===== config.mk =====
export PLATFORM = sky130hd
export DESIGN_NAME = alu_result_display_flat
export DESIGN_NICKNAME = d
export VERILOG_FILES = /design/src/rtl/alu_result_display_if.sv /design/src/rtl/alu_result_display.sv /design/src/flat_wrapper.sv
export SDC_FILE = /design/constraint.sdc
export NUM_CORES = 1
export LEC_CHECK = 0
export BUFFER_PORTS_ARGS = -buffer_cell sky130_fd_sc_hd__buf_2
export CORE_ASPECT_RATIO = 0.8
export CORE_MARGIN = 5
export CORE_UTILIZATION = 50
export DETAILED_ROUTE_END_ITERATION = 16
export HOLD_SLACK_MARGIN = 0.03
export PLACE_DENSITY_LB_ADDON = 0.3
export SYNTH_ARGS = -nofsm -noshare
export SYNTH_HDL_FRONTEND = slang
export SYNTH_SLANG_ARGS = --single-unit
export TNS_END_PERCENT = 100

===== constraint.sdc =====
create_clock -name clk_i -period 2.5 [get_ports clk_i]
set_clock_uncertainty 0.1 [all_clocks]
set_input_delay 0.5 -clock clk_i [delete_from_list [all_inputs] [get_ports clk_i]]
set_output_delay 0.5 -clock clk_i [all_outputs]
set_load 0.005 [all_outputs]

===== src/rtl/alu_result_display_if.sv =====
// Handshake and result bus between the 4-bit ALU and its display stage.
interface alu_result_display_if;
  logic       in_valid;
  logic       in_ready;
  logic [2:0] op;
  logic [3:0] result;
  logic       carry;
  logic       overflow;
  logic       zero;

  modport master (
    output in_valid, op, result, carry, overflow, zero,
    input  in_ready
  );

  modport slave (
    input  in_valid, op, result, carry, overflow, zero,
    output in_ready
  );
endinterface


===== src/rtl/alu_result_display.sv =====
// Captures one ALU result per handshake and drives two active-low seven-segment digits
// plus flag LEDs. Optional overflow blinking is enabled by defining OVF_BLINK_EN.
module alu_result_display #(
  parameter int unsigned HOLD_CYCLES = 16,
  parameter int unsigned BLINK_W     = 24
) (
  input  logic                 clk_i,
  input  logic                 rst_i,
  alu_result_display_if.slave  in_if,
  output logic [7:0]           seg0_o,
  output logic [7:0]           seg1_o,
  output logic [2:0]           flags_o
);

  localparam int unsigned HOLD_W = (HOLD_CYCLES > 1) ? $clog2(HOLD_CYCLES) : 1;
  localparam logic [HOLD_W-1:0] HOLD_LAST = HOLD_W'(HOLD_CYCLES - 1);

  localparam logic [7:0] SEG_DASH  = 8'hFD;
  localparam logic [7:0] SEG_BLANK = 8'hFF;

  typedef enum logic [1:0] {
    ST_IDLE = 2'd0,
    ST_HOLD = 2'd1,
    ST_SHOW = 2'd2
  } state_e;

  state_e            state_q;
  logic [HOLD_W-1:0] hold_q;
  logic              ready_q;
  logic [2:0]        op_q;
  logic [3:0]        result_q;
  logic [2:0]        flags_st_q;
  logic [7:0]        seg0_q;
  logic [7:0]        seg1_q;
  logic [2:0]        flags_q;

  logic [7:0]        seg0_d;
  logic [7:0]        seg1_d;
  logic [2:0]        flags_d;
  logic [3:0]        mag_s;
  logic              accept_s;
  logic              blank_s;

  if (BLINK_W < 1) begin : g_blink_w_invalid
  end

  function automatic logic [7:0] glyph(input logic [3:0] nib);
    logic [7:0] g;
    case (nib)
      4'h0:    g = 8'h03;
      4'h1:    g = 8'h9F;
      4'h2:    g = 8'h25;
      4'h3:    g = 8'h0D;
      4'h4:    g = 8'h99;
      4'h5:    g = 8'h49;
      4'h6:    g = 8'h41;
      4'h7:    g = 8'h1F;
      4'h8:    g = 8'h01;
      4'h9:    g = 8'h09;
      4'hA:    g = 8'h11;
      4'hB:    g = 8'hC1;
      4'hC:    g = 8'h63;
      4'hD:    g = 8'h85;
      4'hE:    g = 8'h61;
      4'hF:    g = 8'h71;
      default: g = 8'hFF;
    endcase
    return g;
  endfunction

  assign accept_s       = in_if.in_valid & ready_q;
  assign in_if.in_ready = ready_q;

  // Handshake FSM, hold timer and capture of the accepted result.
  always_ff @(posedge clk_i or posedge rst_i) begin
    if (rst_i) begin
      state_q    <= ST_IDLE;
      hold_q     <= {HOLD_W{1'b0}};
      ready_q    <= 1'b1;
      op_q       <= 3'b000;
      result_q   <= 4'b0000;
      flags_st_q <= 3'b000;
    end else begin
      case (state_q)
        ST_IDLE, ST_SHOW: begin
          if (accept_s) begin
            state_q <= ST_HOLD;
            ready_q <= 1'b0;
            hold_q  <= {HOLD_W{1'b0}};
          end
        end
        ST_HOLD: begin
          if (hold_q == HOLD_LAST) begin
            state_q <= ST_SHOW;
            ready_q <= 1'b1;
            hold_q  <= {HOLD_W{1'b0}};
          end else begin
            hold_q  <= hold_q + HOLD_W'(1);
          end
        end
        default: begin
          state_q <= ST_IDLE;
          ready_q <= 1'b1;
          hold_q  <= {HOLD_W{1'b0}};
        end
      endcase
      if (accept_s) begin
        op_q       <= in_if.op;
        result_q   <= in_if.result;
        flags_st_q <= {in_if.carry, in_if.overflow, in_if.zero};
      end
    end
  end

`ifdef OVF_BLINK_EN
  logic [BLINK_W-1:0] blink_q;

  // Free-running blink timer, restarted on each accept so digits start lit.
  always_ff @(posedge clk_i or posedge rst_i) begin
    if (rst_i) begin
      blink_q <= {BLINK_W{1'b0}};
    end else if (accept_s) begin
      blink_q <= {BLINK_W{1'b0}};
    end else begin
      blink_q <= blink_q + BLINK_W'(1);
    end
  end

  assign blank_s = (op_q[2:1] == 2'b00) & flags_st_q[1] & blink_q[BLINK_W-1];
`else
  assign blank_s = 1'b0;
`endif

  // Glyph selection from the stored result.
  always_comb begin
    seg1_d  = SEG_BLANK;
    seg0_d  = SEG_BLANK;
    flags_d = flags_st_q;
    mag_s   = result_q;
    if (result_q[3]) begin
      mag_s = 4'b0000 - result_q;
    end else begin
      mag_s = result_q;
    end
    case (op_q)
      3'b000, 3'b001: begin
        seg1_d = result_q[3] ? SEG_DASH : SEG_BLANK;
        seg0_d = glyph(mag_s);
      end
      3'b010, 3'b011, 3'b100, 3'b101: begin
        seg0_d = glyph(result_q);
      end
      3'b110, 3'b111: begin
        seg0_d = glyph({3'b000, result_q[0]});
      end
      default: begin
        seg0_d = SEG_BLANK;
      end
    endcase
    if (blank_s) begin
      seg1_d = SEG_BLANK;
      seg0_d = SEG_BLANK;
    end else begin
      seg1_d = seg1_d;
      seg0_d = seg0_d;
    end
  end

  // Output registers; the dashes stay up until the first result has been captured.
  always_ff @(posedge clk_i or posedge rst_i) begin
    if (rst_i) begin
      seg0_q  <= SEG_DASH;
      seg1_q  <= SEG_DASH;
      flags_q <= 3'b000;
    end else if (state_q != ST_IDLE) begin
      seg0_q  <= seg0_d;
      seg1_q  <= seg1_d;
      flags_q <= flags_d;
    end else begin
      seg0_q  <= seg0_q;
      seg1_q  <= seg1_q;
      flags_q <= flags_q;
    end
  end

  assign seg0_o  = seg0_q;
  assign seg1_o  = seg1_q;
  assign flags_o = flags_q;

endmodule

===== src/flat_wrapper.sv =====
// flat-port wrapper written by rule: the top's interface ports become plain ports
module alu_result_display_flat 
#(
  parameter int unsigned HOLD_CYCLES = 16,
  parameter int unsigned BLINK_W     = 24
)
  (clk_i, rst_i, seg0_o, seg1_o, flags_o, in_if_in_valid, in_if_op, in_if_result, in_if_carry, in_if_overflow, in_if_zero, in_if_in_ready);
  alu_result_display_if in_if_i ();
  input  logic clk_i;
  input  logic rst_i;
  output logic [7:0] seg0_o;
  output logic [7:0] seg1_o;
  output logic [2:0] flags_o;
  input wire logic [$bits(in_if_i.in_valid)-1:0] in_if_in_valid;
  input wire logic [$bits(in_if_i.op)-1:0] in_if_op;
  input wire logic [$bits(in_if_i.result)-1:0] in_if_result;
  input wire logic [$bits(in_if_i.carry)-1:0] in_if_carry;
  input wire logic [$bits(in_if_i.overflow)-1:0] in_if_overflow;
  input wire logic [$bits(in_if_i.zero)-1:0] in_if_zero;
  output wire logic [$bits(in_if_i.in_ready)-1:0] in_if_in_ready;
  assign in_if_i.in_valid = in_if_in_valid;
  assign in_if_i.op = in_if_op;
  assign in_if_i.result = in_if_result;
  assign in_if_i.carry = in_if_carry;
  assign in_if_i.overflow = in_if_overflow;
  assign in_if_i.zero = in_if_zero;
  assign in_if_in_ready = in_if_i.in_ready;
  alu_result_display #(.HOLD_CYCLES(HOLD_CYCLES), .BLINK_W(BLINK_W)) u_core (.clk_i(clk_i), .rst_i(rst_i), .in_if(in_if_i), .seg0_o(seg0_o), .seg1_o(seg1_o), .flags_o(flags_o));
endmodule

==> impl_results.html <==
<table>
<tr><th>Metric</th><th>Value</th></tr>
<tr><th colspan="2">Outcome</th></tr>
<tr><td>Run status</td><td>complete, no violations</td></tr>
<tr><th colspan="2">Worst setup path</th></tr>
<tr><td>Cell with the largest stage delay on the worst path</td><td>dfrtp_1</td></tr>
<tr><td>Ordered list of cells on the worst path</td><td>inv_1, ha_1, mux2_2, ha_1, nand2_1, a21oi_1, o311ai_1, a41oi_2</td></tr>
<tr><td>Critical Path Source Type</td><td>register</td></tr>
<tr><td>Required time of the critical path</td><td>between 2 and 3 ns</td></tr>
<tr><td>Endpoint kind of the worst setup timing path</td><td>register</td></tr>
<tr><td>Crit-path most repeated cell</td><td>ha_1</td></tr>
<tr><td>Worst path buffer plus inverter count</td><td>1</td></tr>
<tr><td>Family with the most delay on the worst path</td><td>compound AO/OA/AOI/OAI gates</td></tr>
<tr><td>Critical setup path kind</td><td>register to register</td></tr>
<tr><td>Stage delay of the slowest cell on the critical path</td><td>~0.38 ns</td></tr>
<tr><td>Worst Path Max Fanout</td><td>5</td></tr>
<tr><td>Critical path arrival</td><td>2.29 ns</td></tr>
<tr><th colspan="2">Synthesis</th></tr>
<tr><td>Fraction of the yosys area taken by sequential cells</td><td>a little over a third</td></tr>
<tr><td>Cell Area, Synth</td><td>~0.0019 sq mm</td></tr>
<tr><td>Count of mapped cells out of synthesis</td><td>206</td></tr>
<tr><td>Library cell with the highest instance count after synthesis</td><td>nand2_1</td></tr>
<tr><td>#FFs+latches synth</td><td>27</td></tr>
<tr><td>Share of the synthesized area in the top cell type</td><td>a little over a quarter</td></tr>
<tr><td>Post-Synthesis Mean Instance Area</td><td>9.23 sq um</td></tr>
<tr><td>Dominant combinational cell family by area after synthesis</td><td>simple AND/OR/NAND/NOR gates</td></tr>
<tr><td>Fraction of synthesized area in multiplexers</td><td>8.16%</td></tr>
<tr><td>Count of yosys warnings during synthesis</td><td>0</td></tr>
<tr><td>Compound-Gate Fraction of Synth Area</td><td>16.8%</td></tr>
<tr><td>Adder and majority gate portion of the synthesized area</td><td>under 10%</td></tr>
<tr><td>Top cell types by occurrence after synthesis</td><td>nand2_1 (29), dfrtp_1 (20), ha_1 (14), buf_4 (11), inv_1 (11)</td></tr>
<tr><td>Dominant register cell in the synthesized netlist</td><td>dfrtp_1</td></tr>
<tr><td>Number of flops mapped to enable cells by yosys</td><td>0</td></tr>
<tr><td>Post-synth cell types</td><td>47</td></tr>
<tr><td>Area fraction in and, or, nand and nor cells after synthesis</td><td>17.9%</td></tr>
<tr><td>Top cells by area in the synthesized netlist</td><td>dfrtp_1 (26%), dfstp_2 (9.7%), ha_1 (9.2%), mux2_2 (5.9%), nand2_1 (5.7%)</td></tr>
<tr><td>Fraction of synthesized cell area in xor and xnor cells</td><td>under 10%</td></tr>
<tr><td>Fraction of synthesis flops using an asynchronous set or reset pin</td><td>between 90% and 100%</td></tr>
<tr><td>Cell type with the highest aggregate area in the netlist</td><td>dfrtp_1</td></tr>
<tr><th colspan="2">Timing</th></tr>
<tr><td>Worst hold margin</td><td>roughly 0.17 ns</td></tr>
<tr><td>Setup violations, final</td><td>0</td></tr>
<tr><td>TNS Setup</td><td>0 ns</td></tr>
<tr><td>Final-report hold violation count</td><td>0</td></tr>
<tr><td>Max Clock Freq</td><td>between 400 and 500 MHz</td></tr>
<tr><td>Tmin final</td><td>2.25 ns</td></tr>
<tr><td>Final worst-path cycle share</td><td>roughly nine tenths</td></tr>
<tr><td>Tightest Pin Transition</td><td>slightly below 0.7 ns</td></tr>
<tr><td>RSZ-0062 raised after global routing</td><td>no</td></tr>
<tr><td>Normalized max-slew margin</td><td>between 50% and 60%</td></tr>
<tr><td>Number of slew-limit violations in the final report</td><td>0</td></tr>
<tr><th colspan="2">Clock network</th></tr>
<tr><td>Clk sink count</td><td>27</td></tr>
<tr><td>Num CTS Buffers</td><td>3</td></tr>
<tr><td>Clock insertion delay at the later pin of the skew report</td><td>around 0.27 ns</td></tr>
<tr><td>CTS H-tree depth</td><td>1</td></tr>
<tr><td>Count of hold-fix buffers inserted at cts</td><td>0</td></tr>
<tr><td>Clock transition at the registers of the reported paths</td><td>0.09 ns</td></tr>
<tr><td>Number of resized instances in the post-cts repair step</td><td>0</td></tr>
<tr><td>TritonCTS clock tree</td><td>done</td></tr>
<tr><td>Clock tree root driver cell</td><td>clkbuf_8</td></tr>
<tr><td>Maximum buffer depth of the clock tree</td><td>2</td></tr>
<tr><td>Post-CTS Setup Inserts</td><td>0</td></tr>
<tr><th colspan="2">Cells and area</th></tr>
<tr><td>Area of the multi-input gates</td><td>0.00105 sq mm</td></tr>
<tr><td>Final-stage net count</td><td>roughly 250</td></tr>
<tr><td>Fill count</td><td>360</td></tr>
<tr><td>Signed area change from the synthesized netlist to the final layout</td><td>8.09%</td></tr>
<tr><td>Antenna diode instance count</td><td>0</td></tr>
<tr><td>Total area of sequential cells</td><td>684 sq um</td></tr>
<tr><td>Fraction of final layout cells sized beyond drive strength 1</td><td>approximately a quarter</td></tr>
<tr><th colspan="2">Place</th></tr>
<tr><td>Port-buffer cells</td><td>23</td></tr>
<tr><td>Placer congestion estimate</td><td>roughly 0.89</td></tr>
<tr><td>Post-DP HPWL</td><td>roughly 2.8 mm</td></tr>
<tr><th colspan="2">Floorplan</th></tr>
<tr><td>I/O pin count</td><td>33</td></tr>
<tr><td>Starting density of the core</td><td>about half</td></tr>
<tr><td>Die width</td><td>just under 80 um</td></tr>
<tr><td>Die H</td><td>~65 um</td></tr>
<tr><td>Placeable core area</td><td>around 0.0037 sq mm</td></tr>
<tr><td>Site row count</td><td>20</td></tr>
<tr><td>Die outline area</td><td>0.00514 sq mm</td></tr>
<tr><th colspan="2">Detailed routing</th></tr>
<tr><td>DRC viols</td><td>0</td></tr>
<tr><td>Routed vias</td><td>1479</td></tr>
<tr><td>Via density per instance</td><td>between 5 and 6</td></tr>
<tr><td>Antenna viol nets, final</td><td>0</td></tr>
<tr><td>Routed wirelength normalized by instance count</td><td>between 10 and 15 um</td></tr>
<tr><td>First-pass detailed-route iteration total</td><td>4</td></tr>
<tr><td>Iteration-0 DRC Markers</td><td>107</td></tr>
<tr><td>Total Routed Length</td><td>between 3 and 4 mm</td></tr>
<tr><th colspan="2">GRT</th></tr>
<tr><td>Via count of the first global-routing pass</td><td>between 1k and 1.5k</td></tr>
<tr><td>First-pass GRT wire length</td><td>between 6 and 7 mm</td></tr>
<tr><td>Largest net degree at the start of global routing</td><td>28</td></tr>
<tr><td>Total global routing overflow</td><td>0</td></tr>
<tr><td>GRT Total Usage</td><td>between 15 and 20%</td></tr>
<tr><td>Initial antenna violation count</td><td>0</td></tr>
<tr><th colspan="2">Min path</th></tr>
<tr><td>Worst hold path class</td><td>primary input to asynchronous set/reset pin</td></tr>
<tr><th colspan="2">Pwr</th></tr>
<tr><td>Leakage</td><td>0.962 nW</td></tr>
<tr><td>Power per cell area</td><td>about 1400 mW/mm^2</td></tr>
<tr><td>Total Power</td><td>0.00294 W</td></tr>
<tr><td>Max VDD drop</td><td>751 uV</td></tr>
<tr><th colspan="2">Run</th></tr>
<tr><td>Max Cap Violations</td><td>0</td></tr>
</table>
[layout make-up]
class                   count  area share (%)
multi-input cells         153            51.3
flip-flops and latches     27            33.3
repair buffers             31            8.52
well taps                  44            2.68
clock buffers               4            2.19
inverters                  11            2.01
[stage by stage]
stage          instance area (sq um)  utilization (%)  std cells  setup slack (ns)
2_1_floorplan                   1930                -        213            0.0150
3_3_place_gp                    2010             53.9        266             0.325
3_5_place_dp                    2010             53.9        266             0.251
4_1_cts                         2060             55.1        270             0.234
5_1_grt                         2060             55.1        270             0.135
6_report                        2060             55.1        270             0.252
[state kept, by name, indices dropped and copies added (netlist names)]
register	flops
u_core.hold_q	4
u_core.seg1_o	1
u_core.result_q	4
u_core.flags_d	3
u_core.in_if.in_ready	1
u_core.state_q	2
u_core.op_q	2
u_core.seg0_o	7
u_core.flags_o	3
[placed cells by master (no fill, tap or decap), types with 2 or more instances in the layout]
master | Yosys | layout
buf_2 | 6 | 23
o21ai_0 | 7 | 7
xnor2_1 | 2 | 2
buf_4 | 11 | 8
or2_2 | 2 | 2
dfrtp_1 | 20 | 20
nor2_1 | 8 | 8
a31oi_1 | 8 | 8
a21oi_1 | 10 | 10
xor2_1 | 2 | 2
o211ai_1 | 2 | 2
o22ai_1 | 5 | 5
nor3_1 | 2 | 2
nor2b_1 | 3 | 3
o31ai_1 | 2 | 2
nand3_1 | 5 | 5
nand2_1 | 29 | 29
or3b_1 | 2 | 2
a211oi_1 | 4 | 4
mux2_2 | 10 | 10
nand2b_1 | 8 | 8
ha_1 | 14 | 14
clkbuf_8 | 0 | 3
a211o_1 | 2 | 2
dfstp_2 | 7 | 7
mux2i_1 | 2 | 2
conb_1 | 1 | 8
inv_1 | 11 | 11
[cells by family (layout without fill, tap and decap cells)]
group,after synthesis,after routing
compound gates,48,48
xor+xnor,4,4
fa+ha+maj,14,14
buf+inv,33,46
flops,27,27
mux,13,13
other cells,1,8
simple gates,66,66
[tightest hold or removal path, delay by kind of cell]
family                 cells  cell delay, ns
buffers and inverters      3            0.45
[worst paths after layout]
kind	end	from	depth (start not counted)	slack (ns)
max	u_core.seg0_o[1]$_DFFE_PP0P_	u_core.result_q[1]$_DFFE_PP0P_	8	0.25
min reg2reg	u_core.flags_o[2]$_DFFE_PP0P_	u_core.flags_o[2]$_DFFE_PP0P_	2	0.37
max reg2reg	u_core.seg0_o[1]$_DFFE_PP0P_	u_core.result_q[1]$_DFFE_PP0P_	8	0.25
max in group asynchronous	u_core.in_if.in_ready$_DFFE_PP1P_	rst_i	3	1.84
min in group clk_i	u_core.in_if.in_ready$_DFFE_PP1P_	in_if_in_valid	2	0.29
min	u_core.flags_o[2]$_DFFE_PP0P_	rst_i	3	0.17
[power breakdown]
| group | switching [W] | internal (W) | leakage, nW |
|---|---|---|---|
| clock network | 0.000129 | 0.000114 | 0.0228 |
| registers | 0.000191 | 0.000689 | 0.312 |
| logic | 0.00101 | 0.000805 | 0.626 |
[routing by layer]
metal	global-route usage (%)	routed length (um)	share of wire [%]
met1	21.7	1830	49
met2	25.4	1660	44
met3	2.88	213	5.7
met4	3.86	40	1.1
met5	0	0	0
Power figures use the tool's default switching activity.
